**src/rtl/multicycle_controller.sv**
```systemverilog
// -----------------------------------------------------------------------------
// multicycle_controller
//
// Control FSM for a multicycle RV32I core that shares one ALU and one unified
// instruction/data memory. It steps each instruction through FETCH, DECODE and
// the execute/memory/writeback states. It drives the datapath mux selects and
// the write enables for the PC, IR, register file and memory. Memory accesses
// stall on mem_ready.
//
// Optional feature (compile-time macro INSTRET_CNT_EN):
//   When defined, the output port instret[31:0] is added. It counts retired
//   instructions.
//
// Ports:
//   clk        in   system clock, rising edge
//   rst_n      in   asynchronous active-low reset
//   opcode     in   instruction[6:0] from the instruction register
//   funct3     in   instruction[14:12]
//   zero       in   ALU zero flag
//   mem_ready  in   memory access completes this cycle
//   PCWrite    out  PC load enable
//   AdrSrc     out  memory address select (0 PC, 1 ALUOut)
//   MemWrite   out  memory write strobe
//   IRWrite    out  IR / OldPC load enable
//   ResultSrc  out  result mux (00 ALUOut, 01 Data, 10 ALUResult, 11 ImmExt)
//   ALUSrcA    out  ALU A mux (00 PC, 01 OldPC, 10 rs1)
//   ALUSrcB    out  ALU B mux (00 rs2, 01 ImmExt, 10 constant 4)
//   AluOp      out  00 add, 01 sub, 10 decode from funct
//   ImmSrc     out  immediate format, decoded combinationally from opcode
//   RegWrite   out  register file write enable
//   halted     out  sticky illegal-opcode flag
//   instret    out  retired-instruction counter (INSTRET_CNT_EN only)
// -----------------------------------------------------------------------------
module multicycle_controller #(
    parameter int STATE_W = 4
) (
    input  logic        clk,
    input  logic        rst_n,
    input  logic [6:0]  opcode,
    input  logic [2:0]  funct3,
    input  logic        zero,
    input  logic        mem_ready,
    output logic        PCWrite,
    output logic        AdrSrc,
    output logic        MemWrite,
    output logic        IRWrite,
    output logic [1:0]  ResultSrc,
    output logic [1:0]  ALUSrcA,
    output logic [1:0]  ALUSrcB,
    output logic [1:0]  AluOp,
    output logic [2:0]  ImmSrc,
    output logic        RegWrite,
`ifdef INSTRET_CNT_EN
    output logic [31:0] instret,
`endif
    output logic        halted
);

    localparam logic [6:0] OP_LOAD  = 7'b0000011;
    localparam logic [6:0] OP_STORE = 7'b0100011;
    localparam logic [6:0] OP_R     = 7'b0110011;
    localparam logic [6:0] OP_I     = 7'b0010011;
    localparam logic [6:0] OP_BR    = 7'b1100011;
    localparam logic [6:0] OP_JAL   = 7'b1101111;
    localparam logic [6:0] OP_JALR  = 7'b1100111;
    localparam logic [6:0] OP_LUI   = 7'b0110111;

    typedef enum logic [STATE_W-1:0] {
        S_FETCH     = STATE_W'(4'd0),
        S_DECODE    = STATE_W'(4'd1),
        S_MEM_ADR   = STATE_W'(4'd2),
        S_MEM_READ  = STATE_W'(4'd3),
        S_MEM_WB    = STATE_W'(4'd4),
        S_MEM_WRITE = STATE_W'(4'd5),
        S_EXEC_R    = STATE_W'(4'd6),
        S_EXEC_I    = STATE_W'(4'd7),
        S_ALU_WB    = STATE_W'(4'd8),
        S_BRANCH    = STATE_W'(4'd9),
        S_JAL       = STATE_W'(4'd10),
        S_JALR      = STATE_W'(4'd11),
        S_JALR_PC   = STATE_W'(4'd12),
        S_LUI       = STATE_W'(4'd13),
        S_ERROR     = STATE_W'(4'd14)
    } state_t;

    state_t state_r;
    logic   pc_write_s;
    logic   mem_write_s;
    logic   ir_write_s;
    logic   reg_write_s;

`ifdef INSTRET_CNT_EN
    logic   retire_s;

    // An instruction retires on the cycle its final state hands back to FETCH.
    always_comb begin
        retire_s = 1'b0;
        case (state_r)
            S_MEM_WB, S_ALU_WB, S_BRANCH, S_LUI: retire_s = 1'b1;
            S_MEM_WRITE:                         retire_s = mem_ready;
            default:                             retire_s = 1'b0;
        endcase
    end
`endif

    // State register, sticky halt flag and optional retirement counter.
    always_ff @(posedge clk or negedge rst_n) begin
        if (!rst_n) begin
            state_r <= S_FETCH;
            halted  <= 1'b0;
`ifdef INSTRET_CNT_EN
            instret <= 32'd0;
`endif
        end else begin
            case (state_r)
                S_FETCH:     state_r <= mem_ready ? S_DECODE : S_FETCH;
                S_DECODE: begin
                    case (opcode)
                        OP_LOAD, OP_STORE: state_r <= S_MEM_ADR;
                        OP_R:              state_r <= S_EXEC_R;
                        OP_I:              state_r <= S_EXEC_I;
                        OP_BR:             state_r <= S_BRANCH;
                        OP_JAL:            state_r <= S_JAL;
                        OP_JALR:           state_r <= S_JALR;
                        OP_LUI:            state_r <= S_LUI;
                        default: begin
                            state_r <= S_ERROR;
                            halted  <= 1'b1;
                        end
                    endcase
                end
                S_MEM_ADR:   state_r <= (opcode == OP_LOAD) ? S_MEM_READ : S_MEM_WRITE;
                S_MEM_READ:  state_r <= mem_ready ? S_MEM_WB : S_MEM_READ;
                S_MEM_WB:    state_r <= S_FETCH;
                S_MEM_WRITE: state_r <= mem_ready ? S_FETCH : S_MEM_WRITE;
                S_EXEC_R:    state_r <= S_ALU_WB;
                S_EXEC_I:    state_r <= S_ALU_WB;
                S_ALU_WB:    state_r <= S_FETCH;
                S_BRANCH:    state_r <= S_FETCH;
                S_JAL:       state_r <= S_ALU_WB;
                S_JALR:      state_r <= S_JALR_PC;
                S_JALR_PC:   state_r <= S_ALU_WB;
                S_LUI:       state_r <= S_FETCH;
                // ERROR and any corrupted encoding lock up until reset.
                default: begin
                    state_r <= S_ERROR;
                    halted  <= 1'b1;
                end
            endcase
`ifdef INSTRET_CNT_EN
            if (retire_s) begin
                instret <= instret + 32'd1;
            end else begin
                instret <= instret;
            end
`endif
        end
    end

    // Moore decode of datapath controls. FETCH enables and the branch PC load
    // also look at the live mem_ready and zero inputs.
    always_comb begin
        pc_write_s  = 1'b0;
        AdrSrc      = 1'b0;
        mem_write_s = 1'b0;
        ir_write_s  = 1'b0;
        ResultSrc   = 2'b00;
        ALUSrcA     = 2'b00;
        ALUSrcB     = 2'b00;
        AluOp       = 2'b00;
        reg_write_s = 1'b0;
        case (state_r)
            S_FETCH: begin
                ALUSrcB    = 2'b10;
                ResultSrc  = 2'b10;
                pc_write_s = mem_ready;
                ir_write_s = mem_ready;
            end
            S_DECODE: begin
                ALUSrcA = 2'b01;
                ALUSrcB = 2'b01;
            end
            S_MEM_ADR, S_JALR: begin
                ALUSrcA = 2'b10;
                ALUSrcB = 2'b01;
            end
            S_MEM_READ:  AdrSrc = 1'b1;
            S_MEM_WB: begin
                ResultSrc   = 2'b01;
                reg_write_s = 1'b1;
            end
            S_MEM_WRITE: begin
                AdrSrc      = 1'b1;
                mem_write_s = 1'b1;
            end
            S_EXEC_R: begin
                ALUSrcA = 2'b10;
                AluOp   = 2'b10;
            end
            S_EXEC_I: begin
                ALUSrcA = 2'b10;
                ALUSrcB = 2'b01;
                AluOp   = 2'b10;
            end
            S_ALU_WB:    reg_write_s = 1'b1;
            S_BRANCH: begin
                ALUSrcA = 2'b10;
                AluOp   = 2'b01;
                case (funct3)
                    3'b000:  pc_write_s = zero;
                    3'b001:  pc_write_s = ~zero;
                    default: pc_write_s = 1'b0;
                endcase
            end
            S_JAL, S_JALR_PC: begin
                ALUSrcA    = 2'b01;
                ALUSrcB    = 2'b10;
                pc_write_s = 1'b1;
            end
            S_LUI: begin
                ResultSrc   = 2'b11;
                reg_write_s = 1'b1;
            end
            default: begin
                pc_write_s = 1'b0;
            end
        endcase
    end

    // Holding rst_n low suppresses every enable, even when FETCH sees mem_ready.
    always_comb begin
        PCWrite  = pc_write_s  & rst_n;
        MemWrite = mem_write_s & rst_n;
        IRWrite  = ir_write_s  & rst_n;
        RegWrite = reg_write_s & rst_n;
    end

    // Immediate format select, decoded straight from the opcode.
    always_comb begin
        case (opcode)
            OP_STORE: ImmSrc = 3'b001;
            OP_BR:    ImmSrc = 3'b010;
            OP_LUI:   ImmSrc = 3'b011;
            OP_JAL:   ImmSrc = 3'b100;
            default:  ImmSrc = 3'b000;
        endcase
    end

endmodule
```
**config.mk**
```make
export PLATFORM = sky130hd
export DESIGN_NAME = multicycle_controller
export DESIGN_NICKNAME = d
export VERILOG_FILES = /design/src/rtl/multicycle_controller.sv
export SDC_FILE = /design/constraint.sdc
export NUM_CORES = 1
export LEC_CHECK = 0
export BUFFER_PORTS_ARGS = -buffer_cell sky130_fd_sc_hd__buf_2
export CAP_MARGIN = 20
export CORE_MARGIN = 2
export CORE_UTILIZATION = 41
export DETAILED_ROUTE_END_ITERATION = 6
export GPL_TIMING_DRIVEN = 0
export MAX_ROUTING_LAYER = met4
export PLACE_DENSITY = 0.83
export SKIP_LAST_GASP = 1
export SLEW_MARGIN = 20
export SYNTH_ARGS = -nofsm -noshare
export SYNTH_HDL_FRONTEND = slang
export SYNTH_SLANG_ARGS = --single-unit
export TNS_END_PERCENT = 50
```
**constraint.sdc**
```tcl
create_clock -name clk -period 1.4 [get_ports clk]
set_input_delay 0.14 -clock clk [delete_from_list [all_inputs] [get_ports clk]]
set_output_delay 0.14 -clock clk [all_outputs]
set_load 0.005 [all_outputs]
```
Word-level counts from Yosys, hierarchy flattened
Cells that the tools add are included.

cells by class
  equal/unequal tests = 23
  muxes and demuxes = 19
  bitwise operators = 6
  reductions and logical operators = 16

operator list
  operator                                                               count
  4-bit one-hot mux with 8 select lines                                  1
  4-bit one-hot mux with 7 select lines                                  1
  4-bit equality test, second input constant                             6
  7-bit by 6-bit equality test with 1-bit output, second input constant  3
  7-bit equality test, second input constant                             3
  4-bit by 3-bit equality test with 1-bit output, second input constant  4
  13-bit OR reduction                                                    1
  2-bit one-hot mux with 2 select lines                                  3
  3-bit one-hot mux with 4 select lines                                  1
  4-bit OR reduction                                                     3
  3-bit 2-to-1 mux                                                       3
  3-bit OR reduction                                                     3
  4-bit by 2-bit equality test with 1-bit output, second input constant  2
  2-bit OR reduction                                                     4
  8-bit OR reduction                                                     1
  7-bit by 2-bit equality test with 1-bit output, second input constant  1
  7-bit by 5-bit equality test with 1-bit output, second input constant  1
  1-bit 2-to-1 mux                                                       6
  2-bit one-hot mux with 3 select lines                                  1
  5-bit OR reduction                                                     1
  1-bit bitwise AND                                                      4
  4-bit by 1-bit equality test with 1-bit output, second input constant  1
  4-bit logical NOT                                                      1
  1-bit one-hot mux with 2 select lines                                  2
  other kinds (6)                                                        7

storage, ports and cells
  register bits after elaboration = 5
  input port bits = 14
  output and inout bits = 17
  logic and storage cells = 66

Depth between registers and ports, before layout
Gate-level depths: netlist of run 1.

  depth in word-level cells = 4
  gate-level depth with buffers = 5
  mapped depth without buffers = 4

Worst setup path after synthesis of run 1
No wires, ideal clock.

  path type = register to output
  start point = register state_r[2]
  end point = output PCWrite
  data arrival time = 1.197 ns
  required time = 1.260 ns
  slack = 0.063 ns
  cell stages (with the launch flop) = 5
  path buffers = 1
  path through = dfrtp_1 buf_2 nand2b_1 a221o_1 a21oi_1

between the ends
  cells in the longest elaborated chain, start to end = 4
  elaborated cells between the ends (all ways) = 7
  those cells by class = eq/ne (3); mux (1); bitwise (1); reduce/logical (2)

ends and longest elaborated chain
  element                                  line  source
  from (decl)                              86    state_t state_r;
  from (signal assigned)                   116   S_FETCH: state_r <= mem_ready ? S_DECODE : S_FETCH;
  from (signal assigned)                   132   S_MEM_ADR: state_r <= (opcode == OP_LOAD) ? S_MEM_READ : S_MEM_WRITE;
  from (signal assigned)                   133   S_MEM_READ: state_r <= mem_ready ? S_MEM_WB : S_MEM_READ;
  4-bit equality test                      172   case (state_r)
  2-bit OR reduction                       -
  1-bit one-hot mux with 3 select lines *  172
  1-bit bitwise AND *                      232   PCWrite = pc_write_s & rst_n;
  to (decl)                                43    output logic PCWrite,

Mark *: on every way between the ends. The rest lies on a longest branch, timed or not.

Final worst setup path of run 1
Ends and elaborated chain as after synthesis.

==> summary.md, run 1 <==
| Metric | Value |
|---|---|
| CTS max path bufs | 2 |
| Run status | finished, violations left |
| Final Net Count | 154 |
| Starting DRT DRC Count | 10 |
| Min-delay worst type | input port to async pin |
| Port Buf Inserts | 29 |
| Kind of critical path | flip-flop to output pin |
| Syn. warnings | 0 |
| GPL Wtd Cong | 0.869 |
| Sink Count | 5 |
| Post-synth EDFFs | 0 |
| WL final | 2.26 mm |
| H-tree depth | 1 |
| Layout area overhead | 58.3% |
| Min Hold Slack | 314 ps |
| Yosys top cell area share | 0.184 |
| Share of post-route cells with drive strength above 1 | 0.496 |
| Commonest non-fill, non-tap cell in the layout | buf_2 |
| Root buffer cell | clkbuf_4 |
| # diodes | 0 |
| Fin. Hold Viols | 0 |
| Tot GR Track Use | 0.242 |
| RSZ-0062 raised after global routing | yes |
| Vias in the first global route | 888 |
| CP endpoint kind | output pin |
| Period utilization | 1.15 |
| Synth area leaders | dfrtp_1, nand2_1, a21oi_1, nor3_1, nand2b_1 |
| Worst vdd ir | 667 uV |
| CORE AREA | 1520 sq um |
| Switching Share | 0.445 |
| Met2 Track Usage GR | 0.432 |
| Worst Path Arrival | 1470 ps |
| Routed Antenna Nets | 0 |
| Seq/Total Area, Yosys | 0.184 |
| Finished Cell Area | 1080 sq um |
| Initial antenna violation count | 0 |
| Vias | 894 |
| CTS tree | built |
| I/O pins | 31 |
| Mapped cell area | 681 sq um |
| RR Startpoint | state_r[0] |
| Later-pin clock latency in the skew report | 240 ps |
| Most frequent cells in the layout | buf_2, nand2_1, buf_4, buf_6, nor3_1 |
| Initial Util | 0.447 |
| Pwr/cell area | 1650 nW/um^2 |
| Critical Path Fanout Max | 3 |
| Failing checks | setup timing |
| Syn Inst Count | 94 |
| Synth cell types | 43 |
| Comb pwr share | 0.771 |
| Primary FF master, synth | dfrtp_1 |
| Post-detailed-route wirelength per cell | 14.6 microns |
| Layout Skew | 2.48 ps |
| # DRC | 0 |
| Width of the die | 44.7 microns |
| Total gr overflow | 0 |
| Max Fclk | 0.620 GHz |
| Total Die Area | 2000 sq um |
| Ys async rst share | 1.00 |
| Grt peak-use layer | met2 |
| First-pass GRT wire length | 3.55 mm |
| Final setup viols | 15 |
| Worst setup SP type | flip-flop |
| Post-Syn Area per Cell | 7.24 sq um |
| M3 GR Usage | 0.0400 |
| Met1 global-route usage | 0.254 |
| Psw | 792 uW |
| Final Max Slew Viols | 0 |
| Pin count of the biggest net entering global routing | 11 |
| Leading area contributor after synthesis | dfrtp_1 |
| Pleak | 0.000509 uW |
| Cell Area, Placed | 846 sq um |
| Final WS setup | -214 ps |
| Clock share of power | 0.094 |
| Sequential power share | 0.135 |
| Minimum clock period | 1610 ps |
| Router iterations before antenna repair | 4 |
| HPWL after DPL | 1.42 mm |
| MaxCap Viol Count | 0 |
| Number of vias per cell | 5.77 |
| Req. time, crit path | 1260 ps |
| Syn_nets | 108 |
| #FFs+latches synth | 5 |
| Die height | 44.7 microns |
| CP Launch Point | state_r[2] |
| Internal power | 989 uW |
| FP Rows | 14 |
| Total CTS buffers | 3 |
| Layout Utilization | 0.707 |
| Slew @ Worst Pin | 334 ps |
| Slew HR | 0.776 |
| Clock transition at path regs | 40 ps |
[per-layer routing]
| metal | vias up | part of all wire |
|---|---|---|
| met2 | 41 | 0.50 |
| met3 | 6 | 0.067 |
| li1 | 433 | - |
| met4 | 0 | 0.026 |
| met5 | - | 0 |
| met1 | 414 | 0.40 |
[cell families after synthesis]
logic type	after synthesis	share of synthesized area
simple gates	42	0.344
compound gates	27	0.290
buf+inv	13	0.0901
xor+xnor	6	0.0772
flops	5	0.184
mux	1	0.0147
[flip-flops by register name, summed over array words and instances, names as in the netlist]
name / count
state_r: 4
halted: 1
[synth_stat cells (2+ instances only)]
| cell | number |
|---|---|
| a21oi_1 | 7 |
| xnor2_1 | 3 |
| nor3_1 | 7 |
| xor2_1 | 3 |
| buf_2 | 4 |
| dfrtp_1 | 5 |
| nor2_1 | 3 |
| a211o_1 | 2 |
| o21ai_0 | 4 |
| inv_1 | 5 |
| a31oi_1 | 2 |
| nand2b_1 | 5 |
| and3b_1 | 2 |
| nor4_1 | 2 |
| nand2_1 | 12 |
[worst paths after layout]
path                       cells after the start  slack [ps]         end
min in group clk                               3         360  state_r[3]
hold / removal                                 2         310  state_r[0]
setup / recovery                               6        -210     PCWrite
hold reg to reg                                1         490      halted
setup reg to reg                               5         -90      halted
max in group asynchronous                      2         880  state_r[1]
[power by group through the flow]
stage	registers, uW	logic (uW)	clock network [uW]
after floorplan	208	640	0
after global placement	212	889	0
after detailed placement	214	916	0
after CTS	236	1160	172
after global routing	245	1480	181
final	241	1370	167
[final cells by class]
class | instances | area, sq um
timing repair buffer | 42 | 253
multi-input combinational | 76 | 562
clock buffer | 4 | 26.3
inverter | 6 | 25.0
fill | 112 | 447
sequential | 5 | 128
tap | 16 | 20.0
buffer | 6 | 63.8
[stage by stage]
stage,TNS (ps),cells,setup WS (ps),total power [uW]
5_1_grt,-2940,155,-285,1900
2_1_floorplan,0,94,63.2,848
6_report,-1970,155,-214,1780
3_5_place_dp,-480,139,-124,1130
3_3_place_gp,-297,139,-103,1100
4_1_cts,-2210,152,-275,1570
[repair_timing]
| action | in CTS | in global routing |
|---|---|---|
| setup buffers | 9 | 3 |
| pin swaps | 5 | 7 |
| resized for setup | 18 | 14 |
| endpoints found under the setup margin | 14 | 16 |
| hold endpoints to repair | 5 | 0 |
| cloned | 0 | 0 |
| hold buffers | 1 | 0 |
[worst max-delay path, stage by stage (launching register included)]
cell and delay [ps]:
dfrtp_1 410, buf_6 140, nor2_4 80, nand2_1 60, a221o_1 330, a21oi_2 110
buf_2 110
No activity file was read; power rests on OpenSTA's default activity.
==> inputs of run 2 (changes only) <==
--- a/config.mk
+++ b/config.mk
@@ -7,7 +7,6 @@
 export LEC_CHECK = 0
 export BUFFER_PORTS_ARGS = -buffer_cell sky130_fd_sc_hd__buf_2
 export CAP_MARGIN = 20
-export CORE_MARGIN = 2
 export CORE_UTILIZATION = 41
 export DETAILED_ROUTE_END_ITERATION = 6
 export GPL_TIMING_DRIVEN = 0
==> run 2 against run 1 <==
  * The run still ends with setup timing left
  * Sequential power barely moved
  * Combinational power rose by 12%
  * Register-to-register slack improved by 60 ps
  * Via count rose by 6.4%
  * Power rose by 8.8%
  * Cell area rose by 5.5%
  * Largest cell class unchanged
  * Highest routed layer unchanged
==> summary.md, run 2 (synthesis gave the netlist of run 1 again) <==
| Metric | Value |
|---|---|
| Layout Skew | 4.65 ps (+2.18 ps) |
| Total gr overflow | 0 (unchanged) |
| R2R cell count | 5 (unchanged) |
| Sink Count | 5 (unchanged) |
| Final Max Slew Viols | 0 (unchanged) |
| # diodes | 0 (unchanged) |
| Kind of critical path | flip-flop to output pin |
| Crit path max-delay family | compound AO/OA/AOI/OAI gates |
| Initial antenna violation count | 0 (unchanged) |
| I/O pins | 31 (unchanged) |
| Cell Area, Placed | 846 sq um (unchanged) |
| Met2 routed WL | 1.22 mm (+7.7%) |
| Later-pin clock latency in the skew report | 240 ps (about the same) |
| Vias | 951 (+6.4%) |
| GPL Wtd Cong | 0.841 (-3.2%) |
| HPWL after DPL | 1.42 mm (+0.48%) |
| Internal power | 1080 uW (+9.7%) |
| Reg2reg setup slack | -30 ps (+60 ps) |
| CP endpoint | PCWrite |
| Total CTS buffers | 3 (unchanged) |
| Final WS setup | -232 ps (-18.1 ps) |
| Met3 Wirelength | 171 microns (+13%) |
| Die height | 42.7 microns (-4.5%) |
| Vias in the first global route | 853 (-3.9%) |
| CTS tree | built |
| Starting DRT DRC Count | 25 (+15) |
| CORE AREA | 1520 sq um (unchanged) |
| Min-delay worst type | input port to flip-flop |
| Pwr/cell area | 1710 nW/um^2 (+3.2%) |
| Top Layer Used | met4 |
| # placed instances | 139 (unchanged) |
| CTS max path bufs | 2 (unchanged) |
| Run status | finished, violations left |
| # DRC | 0 (unchanged) |
| Critical-path cell list | buf_6 > and2_4 > nor2_1 > a221o_1 > a21oi_2 > buf_2 |
| M1 WL | 963 microns (+5.4%) |
| Pleak | 0.000537 uW (+5.5%) |
| Period utilization | 1.17 (+0.0129) |
| FP Rows | 14 (unchanged) |
| CP endpoint kind | output pin |
| Registers with the most flip-flops | state_r x4, halted x1 |
| Psw | 853 uW (+7.7%) |
| Critical Path Fanout Max | 4 (+1) |
| Failing checks | setup timing |
| CP bufs+invs | 2 (unchanged) |
| Number of flip-flops under the largest register name | 4 (unchanged) |
| Initial Util | 0.447 (unchanged) |
| RR Endpoint | state_r[2] |
| Port Buf Inserts | 29 (unchanged) |
| Tot GR Track Use | 0.251 (+0.00953) |
| Hold path startpoint | opcode[3] |
| MaxCap Viol Count | 0 (unchanged) |
| Comb pwr share | 0.790 (+0.019) |
| Share of post-route cells with drive strength above 1 | 0.517 (+0.0211) |
| Most frequent cells in the layout | buf_2, buf_4, nand2_1, nor3_1 |
| Max Fclk | 0.613 GHz (-1.1%) |
| Minimum clock period | 1630 ps (+18.1 ps) |
| RSZ-0062 raised after global routing | yes |
| Total Die Area | 1830 sq um (-8.7%) |
| Req. time, crit path | 1260 ps (about the same) |
| Worst path slowest cell | dfrtp_1 |
| Worst setup SP type | flip-flop |
| Switching Share | 0.440 (-0.00450) |
| Layout area overhead | 66.9% |
| Crit. path cell count | 6 (unchanged) |
| Slew HR | 0.829 (+0.0538) |
| Largest Register | state_r |
| Routed Antenna Nets | 0 (unchanged) |
| Final Net Count | 158 (+2.6%) |
| CP Launch Point | state_r[2] |
| H-tree depth | 1 (unchanged) |
| RR Startpoint | state_r[0] |
| Clock share of power | 0.086 (-0.008) |
| Clock transition at path regs | 40 ps (about the same) |
| Commonest non-fill, non-tap cell in the layout | buf_2 |
| Worst vdd ir | 783 uV (+17%) |
| Fin. Hold Viols | 0 (unchanged) |
| First-pass GRT wire length | 3.55 mm (unchanged) |
| Sequential power share | 0.124 (-0.011) |
| Width of the die | 42.7 microns (-4.5%) |
| Root buffer cell | clkbuf_4 |
| Finished Layout Cells | 159 (+2.6%) |
| Post-detailed-route wirelength per cell | 15.1 microns (+3.4%) |
| Final setup viols | 15 (unchanged) |
| Slew @ Worst Pin | 256 ps (-78.5 ps) |
| Slowest cell delay on critical path | 380 ps (-30 ps) |
| WL final | 2.40 mm (+6.1%) |
| Number of vias per cell | 5.98 (+3.7%) |
| Finished Cell Area | 1140 sq um (+5.5%) |
| Worst Path Arrival | 1490 ps (+20 ps) |
| Router iterations before antenna repair | 4 (unchanged) |
| Pin count of the biggest net entering global routing | 11 (unchanged) |
==> run 2: final cells by class <==
type	count	area, sq um
buffer	6	56.3
clock buffer	4	26.3
fill	108	388
inverter	6	30.0
multi-input combinational	76	582
sequential	5	126
tap	16	20.0
timing repair buffer	46	295
==> run 2: worst min-delay path by stage <==
stage / slack (ps) / to / cells past startpoint
floorplan: -160 / halted / 0
global placement: -30 / state_r[0] / 1
detailed placement: -30 / state_r[3] / 1
CTS: 270 / state_r[3] / 3
global route: 310 / state_r[3] / 3
finish: 300 / state_r[3] / 3
==> run 2: metal layers <==
metal  vias up  track usage
met3         7       0.0426
met5         -            -
li1        439            -
met2        59        0.448
met1       446        0.286
met4         0       0.0688
==> run 2: stage by stage <==
stage | power (uW) | TNS [ps] | setup WS [ps] | utilization | hold WS (ps)
floorplan | 848 | 0 | 63.2 | - | -156
global placement | 1100 | -287 | -98.4 | 0.555 | -30.6
detailed placement | 1130 | -585 | -156 | 0.555 | -27.9
CTS | 1710 | -1600 | -226 | 0.697 | 273
global route | 2050 | -2600 | -299 | 0.745 | 308
finish | 1940 | -1800 | -232 | 0.745 | 295
==> run 2: power by group through the flow <==
stage          clock [uW]  combinational [uW]  sequential (uW)
2_1_floorplan           0                 640              208
3_3_place_gp            0                 889              212
3_5_place_dp            0                 914              217
4_1_cts               171                1300              237
5_1_grt               181                1630              238
6_report              167                1530              240
==> run 2: what timing repair did <==
action,4_1_cts,5_1_grt
setup buffers,12,4
pin swaps,4,8
hold buffers,1,0
endpoints found under the hold margin,5,0
gates resized for setup,22,13
setup endpoints to repair,15,17
==> run 2: worst register-to-register path: stages, from the launching register on <==
cell and delay (ps):
dfrtp_2 420, buf_4 160, nor2b_2 200, nand2_2 120, a311oi_2 300, a211o_1 160
